File: src/rtl/uart_rx_frame_ctrl.sv
// UART receive frame controller: majority-samples RX_IN per bit, deserializes LSB first,
// checks start/parity/stop and reports a good frame or a single error pulse.
module uart_rx_frame_ctrl #(
    parameter int unsigned DATA_WIDTH = 8,
    parameter int unsigned CNT_W      = 6
) (
    input  logic                  CLK_FSM,
    input  logic                  RST_FSM,
    input  logic                  RX_IN,
    input  logic                  PAR_EN,
    input  logic                  PAR_TYP,
    input  logic [CNT_W-1:0]      prescale,
    input  logic [CNT_W-1:0]      bit_cnt,
    input  logic [CNT_W-1:0]      edge_cnt,
    output logic                  enable_edge,
    output logic [DATA_WIDTH-1:0] P_DATA,
    output logic                  data_valid,
    output logic                  par_err,
    output logic                  stop_err,
    output logic                  strt_glitch
);

    localparam logic [CNT_W-1:0] LAST_DATA_BIT = CNT_W'(DATA_WIDTH);

    typedef enum logic [2:0] {
        IDLE   = 3'd0,
        START  = 3'd1,
        DATA   = 3'd2,
        PARITY = 3'd3,
        STOP   = 3'd4
    } state_t;

    state_t                  state;
    logic [DATA_WIDTH-1:0]   shreg;
    logic                    s0, s1, s2, samp;
    logic                    perr;
    logic                    par_en_q, par_typ_q;
    logic                    armed;

    logic [CNT_W-1:0]        mid;
    logic                    end_of_bit;

    assign mid         = prescale >> 1;
    assign end_of_bit  = (edge_cnt == (prescale - CNT_W'(1)));
    assign enable_edge = (state != IDLE);

    // Three mid-bit samples, then their majority one edge after the last sample.
    always_ff @(posedge CLK_FSM or negedge RST_FSM) begin
        if (!RST_FSM) begin
            s0   <= 1'b0;
            s1   <= 1'b0;
            s2   <= 1'b0;
            samp <= 1'b0;
        end else begin
            if (edge_cnt == (mid - CNT_W'(1))) s0 <= RX_IN;
            if (edge_cnt == mid)               s1 <= RX_IN;
            if (edge_cnt == (mid + CNT_W'(1))) s2 <= RX_IN;
            if (edge_cnt == (mid + CNT_W'(2))) samp <= (s0 & s1) | (s0 & s2) | (s1 & s2);
        end
    end

    // Frame FSM; armed blocks a line that is already low at reset release from starting a frame.
    always_ff @(posedge CLK_FSM or negedge RST_FSM) begin
        if (!RST_FSM) begin
            state       <= IDLE;
            shreg       <= '0;
            perr        <= 1'b0;
            par_en_q    <= 1'b0;
            par_typ_q   <= 1'b0;
            armed       <= 1'b0;
            P_DATA      <= '0;
            data_valid  <= 1'b0;
            par_err     <= 1'b0;
            stop_err    <= 1'b0;
            strt_glitch <= 1'b0;
        end else begin
            data_valid  <= 1'b0;
            par_err     <= 1'b0;
            stop_err    <= 1'b0;
            strt_glitch <= 1'b0;
            armed       <= armed | RX_IN | (state != IDLE);

            case (state)
                IDLE: begin
                    if (!RX_IN && armed) begin
                        state     <= START;
                        par_en_q  <= PAR_EN;
                        par_typ_q <= PAR_TYP;
                    end
                end
                START: begin
                    if (end_of_bit) begin
                        if (samp) begin
                            state       <= IDLE;
                            strt_glitch <= 1'b1;
                        end else begin
                            state <= DATA;
                        end
                    end
                end
                DATA: begin
                    if (end_of_bit) begin
                        shreg <= {samp, shreg[DATA_WIDTH-1:1]};
                        if (bit_cnt == LAST_DATA_BIT) state <= par_en_q ? PARITY : STOP;
                    end
                end
                PARITY: begin
                    if (end_of_bit) begin
                        if (samp != ((^shreg) ^ par_typ_q)) perr <= 1'b1;
                        state <= STOP;
                    end
                end
                STOP: begin
                    if (end_of_bit) begin
                        if (!samp) begin
                            stop_err <= 1'b1;
                        end else if (perr) begin
                            par_err <= 1'b1;
                        end else begin
                            P_DATA     <= shreg;
                            data_valid <= 1'b1;
                        end
                        perr  <= 1'b0;
                        state <= IDLE;
                    end
                end
                default: state <= IDLE;
            endcase
        end
    end

endmodule
File: config.mk
export PLATFORM = sky130hd
export DESIGN_NAME = uart_rx_frame_ctrl
export DESIGN_NICKNAME = d
export VERILOG_FILES = /design/src/rtl/uart_rx_frame_ctrl.sv
export SDC_FILE = /design/constraint.sdc
export NUM_CORES = 1
export LEC_CHECK = 0
export ABC_AREA = 1
export ABC_CLOCK_PERIOD_IN_PS = 1260
export BUFFER_PORTS_ARGS = -buffer_cell sky130_fd_sc_hd__buf_2
export CELL_PAD_IN_SITES_DETAIL_PLACEMENT = 0
export CELL_PAD_IN_SITES_GLOBAL_PLACEMENT = 2
export CORE_MARGIN = 1.5
export CORE_UTILIZATION = 28
export DETAILED_ROUTE_END_ITERATION = 8
export PLACE_DENSITY_LB_ADDON = 0.15
export SLEW_MARGIN = 30
export SYNTH_ARGS = -nofsm -noshare
export SYNTH_HDL_FRONTEND = slang
export SYNTH_SLANG_ARGS = --single-unit
File: constraint.sdc
create_clock -name CLK_FSM -period 1.26 [get_ports CLK_FSM]
set_input_delay 0.252 -clock CLK_FSM [delete_from_list [all_inputs] [get_ports CLK_FSM]]
set_output_delay 0.252 -clock CLK_FSM [all_outputs]
set_load 0.05 [all_outputs]
==> flow_summary.yaml, run 1 <==
power_and_ir_drop:
  leakage_nw: 1.78
  pwr-share-clk_pct: 17.6
  powerDensity_nw_per_um2: 1360
  intPower_mw: 2.71
  vdd_drop_max_v: 0.000600
  power_switching_mw: 1.80
  finalPower_mw: 4.51
  seqPwrFrac_pct: 30.4
  swShare_pct: 39.9
  power_frac_comb_pct: 52.0
routing:
  drc: 0
  wire_per_inst_um: 11.6
  dr_total_vias: 2158
  drt_iter0_drc: 75
  routed_via_density: 4.34
  routed_wl_mm: 5.77
  ant_nets: 0
  drt_first_pass_iters: 4
clocking:
  clk_path_buf_depth: 2
  cts.clk_slew.worst_paths_ns: 0.07
  clkLatencyLatePin_ns: 0.28
  cts-root-buf: "clkbuf_8"
  clock-sinks: 31
  htreeDepth: 2
  numCtsBuffers: 5
  cts_tree: "done"
global_route:
  grt_pass1_wl_mm: 10.1
  grt_pass1_vias: 2189
  track_usage_pct: 15.3
  antenna_found_initial: 0
  gr-total-overflow: 0
  grt_max_degree: 32
die:
  die_area_um2: 8260
  core_um2: 7370
  ios: 36
  die_h_um: 90.9
  rows: 31
  initial_core_util_pct: 29.4
  dieWidth_um: 90.9
yosys:
  ys_ff_latch: 31
  syn_inst: 299
  yosys_warnings: 0
  yosysSeqAreaShare_pct: 35.9
  synth.cell_area_um2: 2160
  ys_types: 27
  syn_nets: 329
  synth.avg_cell_area_um2: 7.24
sta:
  drv_slew: 0
  fmax_ghz: 0.686
  worst_pin_slew_ns: 0.394
  grt_setup_unrepaired: "yes"
  setup_violations: 27
  period_needed_ns: 1.46
  final_hold_viol_count: 0
  slew_headroom_pct: 73.7
  setup_ws_ns: -0.198
  fin_crit_sh_pct: 116
  skew_ns: 0.00450
final_layout:
  final_cell_mix: "nand2_1, buf_4, dfrtp_1, buf_2, nand3_1"
  diodes: 0
  final_layout_size_suffix_gt1_share_pct: 43.5
  nets: 428
  syn_to_final_growth_pct: 53.4
  layout_commonest_cell: "nand2_1"
  postLayoutCellArea_um2: 3320
  final.fill_count: 783
worst_setup_path:
  critical_path.max_fanout: 3
  startpoint_type: "register"
  crit_arrival_ns: 1.21
  crit_required_ns: 1.01
  critical_path_class: "register to output pin"
  cp-end-kind: "output pin"
place:
  pre_cts_ws_ns: -0.601
  place.gp.congestion: 0.820
  numPortBuffers: 35
  placed_area_um2: 2820
  dp_hpwl_mm: 4.50
hold_path:
  min_path_type: "input port to register"
outcome:
  status: "finished with violations"
  violations: "setup timing"
flow_run:
  maxCapViolCount: 0
## path summary, 6_finish.rpt
path	slack, ns	endpoint	cells after the start	from
min in group asynchronous	0.52	P_DATA[0]	3	RST_FSM
worst min register to register	0.47	s0	2	s0
worst max register to register	-0.10	state[0]	8	state[0]
max in group asynchronous	0.45	armed	3	RST_FSM
worst min-delay path	0.20	par_en_q	2	PAR_EN
worst max-delay path	-0.20	enable_edge	4	state[1]
## worst max-delay path, stage by stage (launching register included)
cell     delay, ns
dfrtp_1       0.41
nor2_2        0.17
nand2_2       0.09
buf_6         0.12
buf_8         0.14
## flip-flops by register name, indices dropped and copies added (netlist names)
register / flops
par_en_q: 1
armed: 1
state: 3
samp: 1
stop_err: 1
perr: 1
strt_glitch: 1
P_DATA: 8
shreg: 8
s1: 1
s2: 1
par_err: 1
data_valid: 1
par_typ_q: 1
s0: 1
## power groups by stage
| stage | combinational, mW | sequential, mW | clock, mW |
|---|---|---|---|
| 2_1_floorplan | 1.10 | 1.38 | 0 |
| 6_report | 2.34 | 1.37 | 0.792 |
| 3_3_place_gp | 1.86 | 1.38 | 0 |
| 3_5_place_dp | 1.88 | 1.38 | 0 |
| 4_1_cts | 2.23 | 1.36 | 0.816 |
| 5_1_grt | 2.61 | 1.40 | 0.872 |
## Yosys cell counts
master	n	area, µm²
nand2_1	108	405
dfrtp_1	31	776
inv_1	29	109
nand3_1	28	140
nor2_1	19	71.3
o21ai_0	15	75.1
xnor2_1	11	96.3
xor2_1	11	96.3
ha_1	7	87.6
nand2_2	6	37.5
a21oi_1	5	25.0
nor2_2	4	25.0
buf_6	3	33.8
inv_2	3	11.3
nor3_1	3	15.0
mux2_2	2	22.5
nand2_4	2	22.5
nor4_1	2	12.5
o21ai_2	2	17.5
a41oi_1	1	8.76
buf_2	1	5.00
buf_8	1	15.0
maj3_1	1	10.0
nand4_1	1	6.26
nor2_4	1	11.3
nor2_8	1	20.0
o31ai_1	1	7.51
## logic make-up (layout without fill, tap and decap cells)
kind of cell	Yosys count	count (layout)	synth area share (%)
AO/OA/AOI/OAI	24	24	6.19
XOR/XNOR	22	22	8.91
adder cells (fa/ha/maj)	8	8	4.51
buffers and inverters	37	134	8.04
flip-flops	31	31	35.9
multiplexers	2	2	1.04
AND/OR/NAND/NOR	175	177	35.5
## per-layer routing
layer	vias up	global-route usage, %	part of all wire [%]
met1	981	20.1	48
met2	34	26.3	49
met4	0	2.73	0.73
met3	6	2.53	2.5
li1	1137	-	-
met5	-	0	0
## metrics by stage
stage          TNS (ns)  hold WS (ns)  std cells  util (%)
2_1_floorplan     -6.16       -0.0436        299         -
3_3_place_gp     -13.67         0.299        476      38.2
3_5_place_dp     -14.50         0.297        476      38.2
5_1_grt           -6.57         0.198        497      45.0
6_report          -3.33         0.202        497      45.0
4_1_cts           -3.55         0.197        493      42.5
## cell type report
type	count	area, µm²	share of cell area [%]
inverters	32	135	4.07
flip-flops and latches	31	776	23.4
multi-input cells	233	1500	45.1
repair buffers	95	698	21.0
well taps	99	124	3.73
clock inverters	1	5.00	0.151
clock buffers	6	82.6	2.49
## repair_timing
| item | CTS | global route |
|---|---|---|
| setup endpoints to repair | 29 | 31 |
| gates cloned | 2 | 0 |
| hold endpoints to repair | 9 | 0 |
| buffers inserted | 7 | 4 |
| pin swaps | 22 | 24 |
| resized for setup | 43 | 41 |
| hold buffers | 1 | 0 |
Power figures use the tool's default switching activity.
==> run 2: changes to the inputs <==
- BUFFER_PORTS_ARGS: -buffer_cell sky130_fd_sc_hd__buf_2 -> -buffer_cell sky130_fd_sc_hd__clkbuf_2
==> run 2 against run 1 <==
Compared with the run above: the flow still finishes with violations (setup timing); flip-flop and latch count stayed put; final area is 1.2% lower; sequential share of layout area is 0.28 points higher; clock skew hardly changed; core utilization is 0.53 points lower; sequential power hardly changed.
==> flow_summary.yaml, run 2 (synthesized netlist as in run 1, its figures left out) <==
power_and_ir_drop:
  vdd_drop_max_v: 0.000563
  swShare_pct: 40.3
  power_switching_mw: 1.82
  pwr-share-clk_pct: 16.6
  seqPwrFrac_pct: 30.1
  finalPower_mw: 4.52
  leakage_nw: 1.76
  powerDensity_nw_per_um2: 1380
  power_frac_comb_pct: 53.2
  intPower_mw: 2.70
place:
  place.gp.congestion: 0.805
  dp_hpwl_mm: 4.54
  numPortBuffers: 35
  dp_cells: 477
  pre_cts_ws_ns: -0.597
  placed_area_um2: 2820
outcome:
  status: "finished with violations"
  violations: "setup timing"
final_layout:
  final-seq-area_um2: 776
  postLayoutCellArea_um2: 3280
  top_regs: "P_DATA x8, shreg x8, state x3"
  final_cell_mix: "nand2_1, buf_4, dfrtp_1, clkbuf_2"
  multiInputGateArea_um2: 1460
  fin_cells: 496
  final_core_util_pct: 44.5
  diodes: 0
  layout_commonest_cell: "nand2_1"
  syn_to_final_growth_pct: 51.6
  final_layout_size_suffix_gt1_share_pct: 41.8
  final.fill_count: 762
  nets: 426
worst_setup_path:
  critical_path.max_fanout: 3
  crit_required_ns: 1.01
  critical_path_class: "register to output pin"
  cp-end-kind: "output pin"
  startpoint_type: "register"
  crit_arrival_ns: 1.24
sta:
  hold-worst-slack_ns: 0.202
  drv_slew: 0
  worst_pin_slew_ns: 0.418
  finalSetupTns_ns: -3.70
  final_hold_viol_count: 0
  fmax_ghz: 0.669
  setup_violations: 28
  period_needed_ns: 1.49
  slew_headroom_pct: 72.1
  setup_ws_ns: -0.234
  fin_crit_sh_pct: 119
  grt_setup_unrepaired: "yes"
  skew_ns: 0.00483
routing:
  drt_first_pass_iters: 4
  wire_per_inst_um: 11.8
  drt_iter0_drc: 65
  routed_wl_mm: 5.83
  routed_via_density: 4.32
  drc: 0
  ant_nets: 0
  dr_total_vias: 2145
global_route:
  antenna_found_initial: 0
  grt_max_degree: 32
  grt_pass1_wl_mm: 10.2
  track_usage_pct: 15.5
  gr-total-overflow: 0
  grt_pass1_vias: 2190
clocking:
  clkLatencyLatePin_ns: 0.28
  clock-sinks: 31
  cts-root-buf: "clkbuf_8"
  clk_path_buf_depth: 2
  htreeDepth: 2
  cts.clk_slew.worst_paths_ns: 0.07
  cts_tree: "done"
  numCtsBuffers: 5
die:
  ios: 36
  rows: 31
  core_um2: 7370
  die_area_um2: 8260
  die_h_um: 90.9
  dieWidth_um: 90.9
  initial_core_util_pct: 29.4
flow_run:
  maxCapViolCount: 0
hold_path:
  min_path_type: "input port to register"
[run 2: changes by cell type in the layout (fill, tap and decap cells not counted), moves of 3 or more]
cell / before / now
buf_6: 10 / 5
nand2_1: 86 / 94
buf_2: 30 / 1
nand2_4: 6 / 3
nand2_2: 24 / 19
o21ai_1: 2 / 5
clkbuf_2: 0 / 31
[run 2: final timing paths]
path	slack, ns	to	cells past startpoint	from
setup / recovery	-0.23	enable_edge	4	state[0]
hold / removal	0.20	par_en_q	2	PAR_EN
setup reg to reg	-0.16	perr	9	state[0]
hold reg to reg	0.47	P_DATA[2]	2	P_DATA[2]
max in group asynchronous	0.42	s0	3	RST_FSM
min in group asynchronous	0.54	P_DATA[0]	3	RST_FSM
[run 2: per-layer routing]
layer,up-vias,track usage [%],routed length (µm),share of wire [%]
li1,1135,-,-,-
met1,970,20.6,2790,48
met2,38,25.8,2810,48
met3,2,2.95,208,3.6
met4,0,3.52,29,0.50
met5,-,0,0,0
[run 2: worst max-delay path: stages (launching register included)]
cell,delay (ns)
dfrtp_1,0.40
nor2_2,0.17
nand2_2,0.09
buf_6,0.13
clkbuf_16,0.16
[run 2: timing repair]
item	CTS	global route
buffers inserted	8	2
gates resized for setup	49	27
hold endpoints to repair	1	0
pin swaps	14	17
endpoints found under the setup margin	29	32
hold buffers	1	0
gates cloned	1	0
[run 2: power groups by stage]
stage | Combinational [mW] | Sequential (mW) | Clock (mW)
after floorplan | 1.10 | 1.38 | 0
after global placement | 1.87 | 1.38 | 0
after detailed placement | 1.88 | 1.38 | 0
after CTS | 2.31 | 1.36 | 0.783
after global routing | 2.66 | 1.40 | 0.834
final | 2.41 | 1.36 | 0.753
[run 2: cell type report]
class                      instances  share of cell area (%)
multi-input combinational        232                    44.4
sequential                        31                    23.7
timing repair buffer              94                    21.4
inverter                          32                    4.27
tap                               99                    3.78
clock buffer                       7                    2.33
clock inverter                     1                   0.153
